<file path="src/rtl/sram_arb_pkg.sv">
`default_nettype none
// ============================================================================
// Module : sram_arb_pkg
// Brief  : Shared types, constants and the round-robin search helper used by
//          the SRAM port arbiter and its priority picker.
// Rev    : 1.0  initial release
// ============================================================================
package sram_arb_pkg;

  // Arbiter FSM: free round-robin, or a requester holds a locked burst
  typedef enum logic [0:0] {
    IDLE_RR = 1'b0,
    LOCKED  = 1'b1
  } arb_state_t;

  localparam int DEFAULT_ADDR_W = 10;
  localparam int DEFAULT_DATA_W = 16;

  // Widest requester vector the helper handles; callers zero-pad down to it
  localparam int MAX_REQ  = 8;
  localparam int RR_IDX_W = 3;

  // First set bit of req at or after start, wrapping modulo n.
  // Returns start when nothing is set; callers qualify with |req.
  function automatic logic [RR_IDX_W-1:0] rr_first_index(
    input logic [MAX_REQ-1:0]  req,
    input logic [RR_IDX_W-1:0] start,
    input logic [RR_IDX_W:0]   n
  );
    logic              found;
    logic [RR_IDX_W:0] pos;
    rr_first_index = start;
    found          = 1'b0;
    for (int k = 0; k < MAX_REQ; k++) begin
      // start < n and k < n, so at most one wrap correction is needed
      pos = {1'b0, start} + (RR_IDX_W + 1)'(k);
      if (pos >= n) pos = pos - n;
      if (!found && ((RR_IDX_W + 1)'(k) < n) && req[pos[RR_IDX_W-1:0]]) begin
        rr_first_index = pos[RR_IDX_W-1:0];
        found          = 1'b1;
      end
    end
  endfunction

endpackage : sram_arb_pkg
`default_nettype wire

</file>
<file path="src/rtl/sram_port_arbiter_rr_priority_pick.sv">
`default_nettype none
// ============================================================================
// Module : rr_priority_pick
// Brief  : Combinational round-robin picker. Returns the first requesting
//          index at or after start_ptr (wrapping) as one-hot and as an index.
// Rev    : 1.0  initial release
// ============================================================================
module rr_priority_pick
  import sram_arb_pkg::*;
#(
  parameter int NUM_REQ = 4,
  parameter int IDX_W   = 2
) (
  input  logic [NUM_REQ-1:0] req_vec,
  input  logic [IDX_W-1:0]   start_ptr,
  output logic [NUM_REQ-1:0] pick_onehot,
  output logic [IDX_W-1:0]   pick_idx,
  output logic               pick_valid
);

  logic [MAX_REQ-1:0]  req_pad;
  logic [RR_IDX_W-1:0] first_idx;

  // Pad the request vector to the helper width and search from start_ptr
  always_comb begin
    req_pad                = '0;
    req_pad[NUM_REQ-1:0]   = req_vec;
    first_idx              = rr_first_index(req_pad, RR_IDX_W'(start_ptr),
                                            (RR_IDX_W + 1)'(NUM_REQ));
    pick_valid             = |req_vec;
    pick_idx               = IDX_W'(first_idx);
    pick_onehot            = pick_valid ? (NUM_REQ'(1) << pick_idx) : '0;
  end

endmodule : rr_priority_pick
`default_nettype wire

</file>
<file path="src/rtl/sram_port_arbiter.sv">
`default_nettype none
// ============================================================================
// Module : sram_port_arbiter
// Brief  : Shares one SRAM port between NUM_REQ requesters. Same-cycle
//          round-robin grants, optional locked bursts capped at MAX_BURST
//          beats while others wait, and a per-requester read-valid strobe
//          aligned to the SRAM's one-cycle read latency.
// Rev    : 1.0  initial release
// ============================================================================
module sram_port_arbiter
  import sram_arb_pkg::*;
#(
  parameter int NUM_REQ   = 4,
  parameter int ADDR_W    = DEFAULT_ADDR_W,
  parameter int DATA_W    = DEFAULT_DATA_W,
  parameter int MAX_BURST = 8
) (
  input  logic                        clock,
  input  logic                        nReset,
  input  logic [NUM_REQ-1:0]          reqVector,
  input  logic [NUM_REQ-1:0]          lockVector,
  input  logic [NUM_REQ-1:0]          reqWriteEnable,
  input  logic [NUM_REQ*ADDR_W-1:0]   reqAddress,
  input  logic [NUM_REQ*DATA_W-1:0]   reqDataIn,
  output logic [NUM_REQ-1:0]          grantVector,
  output logic [NUM_REQ-1:0]          readValidVector,
  output logic [DATA_W-1:0]           readData,
  output logic                        sramWriteEnable,
  output logic [ADDR_W-1:0]           sramAddress,
  output logic [DATA_W-1:0]           sramDataIn,
  input  logic [DATA_W-1:0]           sramDataOut
);

  localparam int                IDX_W     = (NUM_REQ > 1) ? $clog2(NUM_REQ) : 1;
  localparam int                CNT_W     = 8;
  localparam logic [CNT_W-1:0]  BURST_CAP = CNT_W'(MAX_BURST);
  localparam logic [IDX_W-1:0]  LAST_IDX  = IDX_W'(NUM_REQ - 1);

  arb_state_t         state_q,    state_d;
  logic [IDX_W-1:0]   owner_q,    owner_d;
  logic [CNT_W-1:0]   burst_q,    burst_d;
  logic [IDX_W-1:0]   rr_ptr_q,   rr_ptr_d;
  logic [NUM_REQ-1:0] rd_valid_q, rd_valid_d;

  logic [NUM_REQ-1:0] owner_onehot;
  logic               owner_holds;
  logic               others_waiting;
  logic               cap_reached;
  logic               stay_locked;
  logic               cap_exit;
  logic [NUM_REQ-1:0] rr_req;

  logic [NUM_REQ-1:0] pick_onehot;
  logic [IDX_W-1:0]   pick_idx;
  logic               pick_valid;

  logic [NUM_REQ-1:0] grant_onehot;
  logic [ADDR_W-1:0]  mux_addr;
  logic [DATA_W-1:0]  mux_data;

  // Decide whether the current owner keeps the port or the burst ends
  always_comb begin
    owner_onehot   = NUM_REQ'(1) << owner_q;
    owner_holds    = reqVector[owner_q] & lockVector[owner_q];
    others_waiting = |(reqVector & ~owner_onehot);
    cap_reached    = (burst_q >= BURST_CAP);
    stay_locked    = (state_q == LOCKED) && owner_holds &&
                     !(cap_reached && others_waiting);
    // A cap-triggered exit must hand the port to someone else this cycle
    cap_exit       = (state_q == LOCKED) && owner_holds &&
                     cap_reached && others_waiting;
    rr_req         = cap_exit ? (reqVector & ~owner_onehot) : reqVector;
  end

  rr_priority_pick #(
    .NUM_REQ (NUM_REQ),
    .IDX_W   (IDX_W)
  ) u_pick (
    .req_vec     (rr_req),
    .start_ptr   (rr_ptr_q),
    .pick_onehot (pick_onehot),
    .pick_idx    (pick_idx),
    .pick_valid  (pick_valid)
  );

  // Same-cycle grant; forced off while reset is held
  always_comb begin
    grant_onehot = '0;
    if (nReset) begin
      grant_onehot = stay_locked ? owner_onehot : pick_onehot;
    end
  end

  // Steer the granted requester onto the SRAM port, zero when idle
  always_comb begin
    mux_addr = '0;
    mux_data = '0;
    for (int i = 0; i < NUM_REQ; i++) begin
      if (grant_onehot[i]) begin
        mux_addr = reqAddress[i*ADDR_W +: ADDR_W];
        mux_data = reqDataIn[i*DATA_W +: DATA_W];
      end
    end
  end

  // Next-state for the FSM, burst counter, pointer and read-valid pipe
  always_comb begin
    state_d    = state_q;
    owner_d    = owner_q;
    burst_d    = burst_q;
    rr_ptr_d   = rr_ptr_q;
    rd_valid_d = grant_onehot & ~reqWriteEnable;
    if (stay_locked) begin
      if (burst_q < BURST_CAP) burst_d = burst_q + CNT_W'(1);
    end else begin
      // Leaving LOCKED or already idle: round-robin runs without a bubble
      state_d = IDLE_RR;
      burst_d = '0;
      if (pick_valid) begin
        rr_ptr_d = (pick_idx == LAST_IDX) ? '0 : pick_idx + IDX_W'(1);
        if (lockVector[pick_idx]) begin
          state_d = LOCKED;
          owner_d = pick_idx;
          burst_d = CNT_W'(1);
        end
      end
    end
  end

  // State registers with asynchronous clear
  always_ff @(posedge clock or negedge nReset) begin
    if (!nReset) begin
      state_q    <= IDLE_RR;
      owner_q    <= '0;
      burst_q    <= '0;
      rr_ptr_q   <= '0;
      rd_valid_q <= '0;
    end else begin
      state_q    <= state_d;
      owner_q    <= owner_d;
      burst_q    <= burst_d;
      rr_ptr_q   <= rr_ptr_d;
      rd_valid_q <= rd_valid_d;
    end
  end

  assign grantVector     = grant_onehot;
  assign sramWriteEnable = |(grant_onehot & reqWriteEnable);
  assign sramAddress     = mux_addr;
  assign sramDataIn      = mux_data;
  assign readValidVector = rd_valid_q;
  assign readData        = sramDataOut;

endmodule : sram_port_arbiter
`default_nettype wire
</file>
<file path="config.mk">
export PLATFORM = sky130hd
export DESIGN_NAME = sram_port_arbiter
export DESIGN_NICKNAME = d
export VERILOG_FILES = /design/src/rtl/sram_arb_pkg.sv /design/src/rtl/sram_port_arbiter_rr_priority_pick.sv /design/src/rtl/sram_port_arbiter.sv
export SDC_FILE = /design/constraint.sdc
export NUM_CORES = 1
export LEC_CHECK = 0
export CORE_AREA = 2 2 68 103
export CTS_BUF_LIST = sky130_fd_sc_hd__clkbuf_8
export CTS_CLUSTER_DIAMETER = 100
export CTS_CLUSTER_SIZE = 8
export DETAILED_ROUTE_END_ITERATION = 8
export DIE_AREA = 0 0 70 105
export PLACE_DENSITY = 0.88
export SYNTH_ARGS = -nofsm -noshare
export SYNTH_HDL_FRONTEND = slang
export SYNTH_SLANG_ARGS = --single-unit
</file>
<file path="constraint.sdc">
create_clock -name clock -period 7.35 [get_ports clock]
set_input_delay 0.735 -clock clock [delete_from_list [all_inputs] [get_ports clock]]
set_output_delay 0.735 -clock clock [all_outputs]
set_load 0.05 [all_outputs]
</file>
==> run_results.csv, run 1 <==
group,metric,value,unit
cells_and_area,n_antenna_cell,0,
global_routing,antenna_found_initial,0,
cells_and_area,mostFrequentLayoutCell,"clkdlybuf4s50_1",
worst_setup_path,cp_max_fo,26,
timing,max_freq,152,MHz
clock_network,holdBufCountCts,0,
timing,final.setup.tns,0,ns
placed_design,hpwlAfterDp,7920,µm
detailed_routing,dr.pass1.iters,5,
global_routing,overflow,0,
cells_and_area,fillers,575,
timing,finalHoldViolations,0,
placed_design,placedCellCount,444,
floorplan,die_h,105,µm
timing,slew-limit-headroom,37.4,%
cells_and_area,area_growth,66.8,%
yosys,syn_area,2200,µm²
floorplan,start_util,34.4,%
clock_network,clk_latency,0.25,ns
clock_network,clk_pin_slew,0.07,ns
global_routing,grt_usage,25.3,%
floorplan,placement_rows,36,
detailed_routing,routed_wl,9620,µm
worst_setup_path,cp-start-kind,"input pin",
yosys,async_flop_share,100,%
cells_and_area,nets,514,
placed_design,dp_slack,0.834,ns
yosys,synth_flop_cell,"dfrtp_1",
yosys,syn_nets,386,
timing,fin_crit_sh,89.3,%
timing,fin_worst_skew,0.00167,ns
timing,worst_pin_slew,0.937,ns
clock_network,tritoncts,"done",
min_path,hold_depth,1,
detailed_routing,vias,2691,
timing,timing.final.max_slew_violations,0,
status,outcome,"completed",
cells_and_area,drive_gt1_share,14.8,%
worst_setup_path,reg2reg_setup_slack,3.61,ns
worst_setup_path,r2r-end,"readValidVector[3]",
detailed_routing,wl_per_cell,21.5,µm
min_path,hp-start,"burst_q[4]",
global_routing,grt_max_degree,29,
global_routing,grt_pass1_vias,2699,
power_and_ir_drop,powerDensity,652,nW/µm²
placed_design,io_buffers,152,
clock_network,cts_buffers,3,
cells_and_area,seq_area,425,µm²
floorplan,ios,185,
clock_network,cts_buffer_depth,2,
floorplan,core_area,6400,µm²
timing,hold_ws,0.482,ns
yosys,syn_inst,245,
detailed_routing,dr.first_iter.drc_count,144,
worst_setup_path,reg2regPathDepth,14,
floorplan,die_w,70,µm
detailed_routing,avgViaCountPerCell,6.01,
min_path,hp-class,"reg2reg",
cells_and_area,final_cell_mix,"clkdlybuf4s50_1, a221o_1, o221a_2",
timing,final.min_clock_period,6.56,ns
timing,rsz0062_at_grt,"false",
timing,worst_slack,0.787,ns
clock_network,cts.sinks,17,
cells_and_area,final_util,57.4,%
worst_setup_path,end_kind,"output pin",
clock_network,cts_resized,0,
worst_setup_path,required,6.61,ns
clock_network,h-tree-depth,1,
clock_network,post_cts_buffers,0,
floorplan,die_area,7350,µm²
worst_setup_path,arrival,5.83,ns
yosys,yosys_warnings,0,
yosys,synth_seq_area_share,19.3,%
yosys,synth_edf_count,0,
power_and_ir_drop,p_leak,1.44,nW
detailed_routing,drc,0,
cells_and_area,multi_input_area,1510,µm²
timing,setup_violations,0,
worst_setup_path,worstSetupPathType,"in2out",
worst_setup_path,r2r_start,"rr_ptr_q[0]",
clock_network,root_buffer,"clkbuf_8",
power_and_ir_drop,ir_worst_vdd,0.483,mV
flow_run,drv_cap,0,
cells_and_area,fin_cells,448,
detailed_routing,ant_nets,0,
yosys,ys_types,62,
min_path,worstHoldEndpoint,"burst_q[4]",
yosys,synth.avg_cell_area,8.98,µm²
placed_design,gp_congestion,1.01,
yosys,ys_seq_elements,17,
global_routing,grt_pass1_wl,14600,µm
-- registers in the layout, summed over array words and instances (netlist names) --
register / flops
state_q: 1
rr_ptr_q: 2
readValidVector: 4
burst_q: 8
owner_q: 2
-- power breakdown --
group / internal [mW] / switching [mW]
Sequential: 0.119 / 0.0403
Combinational: 0.855 / 1.31
Clock: 0.0371 / 0.0327
Total: 1.01 / 1.38
-- worst max-delay path, cell delays in order --
cell and delay, ns:
clkdlybuf4s50_1 0.61, nor2_1 0.09, a22o_1 0.25, a211o_4 0.41
o21ai_1 0.40, nand3_1 0.14, a2bb2oi_1 0.36, nor3_4 0.10
xnor2_2 0.31, clkinv_2 0.16, ha_1 0.25, nand2_1 0.06
o21ai_0 0.07, nand2_1 0.69, o221a_2 0.38, clkdlybuf4s50_1 0.81
-- Yosys cell counts, types with 6 or more instances --
cell type | instances | area (µm²)
buf_2 | 6 | 30.0
nand3_1 | 9 | 45.0
inv_1 | 7 | 26.3
o221a_2 | 26 | 293
ha_1 | 7 | 87.6
and2_1 | 8 | 50.1
dfrtp_1 | 17 | 425
buf_4 | 18 | 135
nor2_1 | 14 | 52.6
o21ai_0 | 6 | 30.0
a221o_1 | 26 | 260
nand2_1 | 14 | 52.6
-- per-layer routing --
layer,share of wire [%],global-route usage [%]
met4,3.6,9.89
met5,0,0
met3,12,10.0
met1,37,27.6
met2,48,43.5
-- through the flow --
step	power, mW	area, µm²
final	2.39	3670
after global routing	2.51	3670
after CTS	2.40	3670
after detailed placement	2.31	3630
after global placement	2.29	3630
after floorplan	1.74	2200
-- cells by family after synthesis --
| kind of cell | Yosys count | synth area share [%] |
|---|---|---|
| buf+inv | 44 | 12.3 |
| mux | 7 | 3.92 |
| flops | 17 | 19.3 |
| fa+ha+maj | 7 | 3.98 |
| simple gates | 70 | 17.4 |
| xor+xnor | 3 | 1.54 |
| compound gates | 97 | 41.5 |
-- worst max path at each step --
stage | cells after the start | from | endpoint | slack [ns]
2_1_floorplan | 15 | lockVector[1] | sramWriteEnable | 2.48
3_3_place_gp | 16 | reqVector[2] | sramDataIn[8] | 0.94
3_5_place_dp | 16 | reqVector[2] | sramDataIn[9] | 0.83
4_1_cts | 16 | reqVector[2] | sramDataIn[9] | 0.82
5_1_grt | 16 | reqVector[2] | sramDataIn[9] | 0.47
6_report | 16 | reqVector[2] | sramDataIn[7] | 0.79
-- layout make-up --
| class | instances | share of cell area, % |
|---|---|---|
| sequential | 17 | 11.6 |
| tap | 76 | 2.59 |
| clock inverter | 1 | 0.102 |
| timing repair buffer | 157 | 42.5 |
| inverter | 10 | 1.06 |
| multi-input combinational | 184 | 41.1 |
| clock buffer | 3 | 1.12 |
No activity file was read; power rests on OpenSTA's default activity.
==> run 2: changes to the inputs <==
--- a/config.mk
+++ b/config.mk
@@ -5,13 +5,13 @@
 export SDC_FILE = /design/constraint.sdc
 export NUM_CORES = 1
 export LEC_CHECK = 0
-export CORE_AREA = 2 2 68 103
+export CORE_AREA = 2 2 73 110
 export CTS_BUF_LIST = sky130_fd_sc_hd__clkbuf_8
 export CTS_CLUSTER_DIAMETER = 100
 export CTS_CLUSTER_SIZE = 8
 export DETAILED_ROUTE_END_ITERATION = 8
-export DIE_AREA = 0 0 70 105
-export PLACE_DENSITY = 0.88
+export DIE_AREA = 0 0 75 112
+export PLACE_DENSITY = 0.81
 export SYNTH_ARGS = -nofsm -noshare
 export SYNTH_HDL_FRONTEND = slang
 export SYNTH_SLANG_ARGS = --single-unit
==> constraint.sdc (replaced) <==
create_clock -name clock -period 5.85 [get_ports clock]
set_input_delay 0.585 -clock clock [delete_from_list [all_inputs] [get_ports clock]]
set_output_delay 0.585 -clock clock [all_outputs]
set_load 0.05 [all_outputs]
==> run 2 against run 1 <==
  * Utilization shrank 4.1 points
  * Design area grew 8.5%
  * Global-route usage shrank 3.8 points
  * Sequential share of layout area shrank 0.90 points
  * Die area grew 14%
  * Hold slack gained 0.0053 ns
  * Via count shrank 0.33%
==> run_results.csv, run 2 (synthesis results as in run 1) <==
group,metric,value,unit
worst_setup_path,cp_max_fo,26,
floorplan,die_h,112,µm
worst_setup_path,arrival,4.94,ns
global_routing,antenna_found_initial,0,
flow_run,drv_cap,0,
timing,finalHoldViolations,0,
timing,final.min_clock_period,5.52,ns
detailed_routing,dr.pass1.iters,4,
cells_and_area,regMostFlops,"burst_q",
worst_setup_path,cp-start-kind,"input pin",
cells_and_area,final_util,53.3,%
cells_and_area,area_growth,80.9,%
placed_design,gp_congestion,0.979,
status,outcome,"completed",
detailed_routing,drc,0,
cells_and_area,n_antenna_cell,0,
detailed_routing,wl_met1,3380,µm
min_path,hp-class,"reg2reg",
floorplan,ios,185,
detailed_routing,avgViaCountPerCell,5.66,
global_routing,grt_pass1_vias,2758,
worst_setup_path,required,5.27,ns
worst_setup_path,worstSetupPathType,"in2out",
detailed_routing,wl_met3,1110,µm
placed_design,placed_area,3930,µm²
cells_and_area,fin_area,3980,µm²
timing,max_freq,181,MHz
clock_network,cts_buffers,3,
cells_and_area,final_cell_mix,"clkdlybuf4s50_1, buf_12, a221o_1, o221a_2, dfrtp_1",
clock_network,cts_resized,0,
timing,timing.final.max_slew_violations,0,
clock_network,root_buffer,"clkbuf_8",
cells_and_area,mostFrequentLayoutCell,"clkdlybuf4s50_1",
worst_setup_path,end_kind,"output pin",
detailed_routing,vias,2682,
timing,worst_pin_slew,0.703,ns
detailed_routing,routed_wl,9360,µm
timing,worst_slack,0.326,ns
placed_design,hpwlAfterDp,7600,µm
clock_network,cts_buffer_depth,2,
detailed_routing,ant_nets,0,
timing,fin_crit_sh,94.4,%
timing,final.setup.tns,0,ns
timing,fin_worst_skew,0.00670,ns
clock_network,tritoncts,"done",
clock_network,clk_pin_slew,0.07,ns
clock_network,holdBufCountCts,0,
clock_network,post_cts_buffers,0,
floorplan,die_area,8400,µm²
floorplan,start_util,29.5,%
detailed_routing,wl_per_cell,19.7,µm
global_routing,grt_max_degree,29,
floorplan,placement_rows,39,
timing,setup_violations,0,
cells_and_area,largest_reg_flops,8,
global_routing,grt_pass1_wl,14100,µm
clock_network,cts.sinks,17,
floorplan,core_area,7470,µm²
detailed_routing,met2WireLength,4580,µm
placed_design,io_buffers,152,
global_routing,grt_usage,21.5,%
global_routing,overflow,0,
clock_network,h-tree-depth,1,
floorplan,die_w,75,µm
cells_and_area,drive_gt1_share,22.8,%
timing,rsz0062_at_grt,"false",
clock_network,clk_latency,0.26,ns
detailed_routing,highest_layer,"met4",
cells_and_area,nets,514,
placed_design,dp_slack,0.150,ns
timing,slew-limit-headroom,53.0,%
detailed_routing,dr.first_iter.drc_count,142,
run 2: final timing paths:
check                             start                 end  slack (ns)  cells after the start
max in group asynchronous        nReset  readValidVector[1]        4.98                      2
hold reg to reg              burst_q[5]          burst_q[5]        0.49                      1
setup / recovery           reqVector[2]      sramDataIn[12]        0.33                     16
setup reg to reg            rr_ptr_q[0]  readValidVector[3]        2.04                     14
hold / removal               burst_q[5]          burst_q[5]        0.49                      1
min in group asynchronous        nReset             state_q        0.66                      2
run 2: worst max-delay path, cell delays in order:
cell and delay [ns]:
clkdlybuf4s50_1 0.62, nor2_1 0.09, a22o_1 0.25, a211o_4 0.40, o21ai_1 0.36, nand3_1 0.15
a2bb2oi_1 0.38, nor3_4 0.10, xnor2_2 0.31, clkinv_2 0.16, ha_1 0.22, a22o_1 0.20
and3_2 0.39, a221o_1 0.39, o221a_2 0.16, buf_12 0.15
run 2: layout make-up:
cell class | instances | area, µm²
Multi-Input combinational cell | 184 | 1520
Clock buffer | 3 | 41.3
Fill cell | 675 | 3480
Tap cell | 102 | 128
Clock inverter | 1 | 5.00
Timing Repair Buffer | 157 | 1830
Sequential cell | 17 | 425
Inverter | 10 | 38.8
run 2: routing by layer:
layer / GRT usage, % / vias up
met5: 0 / -
met4: 7.26 / 0
met3: 5.79 / 27
met2: 37.7 / 175
met1: 24.3 / 1257
li1: - / 1223
run 2: through the flow:
| step | cells | hold slack, ns |
|---|---|---|
| after global routing | 474 | 0.513 |
| after CTS | 474 | 0.495 |
| after floorplan | 245 | 0.289 |
| after global placement | 470 | 0.467 |
| final | 474 | 0.488 |
| after detailed placement | 470 | 0.478 |
Power of run 2 is left out: the tool's default activity adds up to more than one toggle a clock period on the data nets, which glitch-free logic cannot reach.
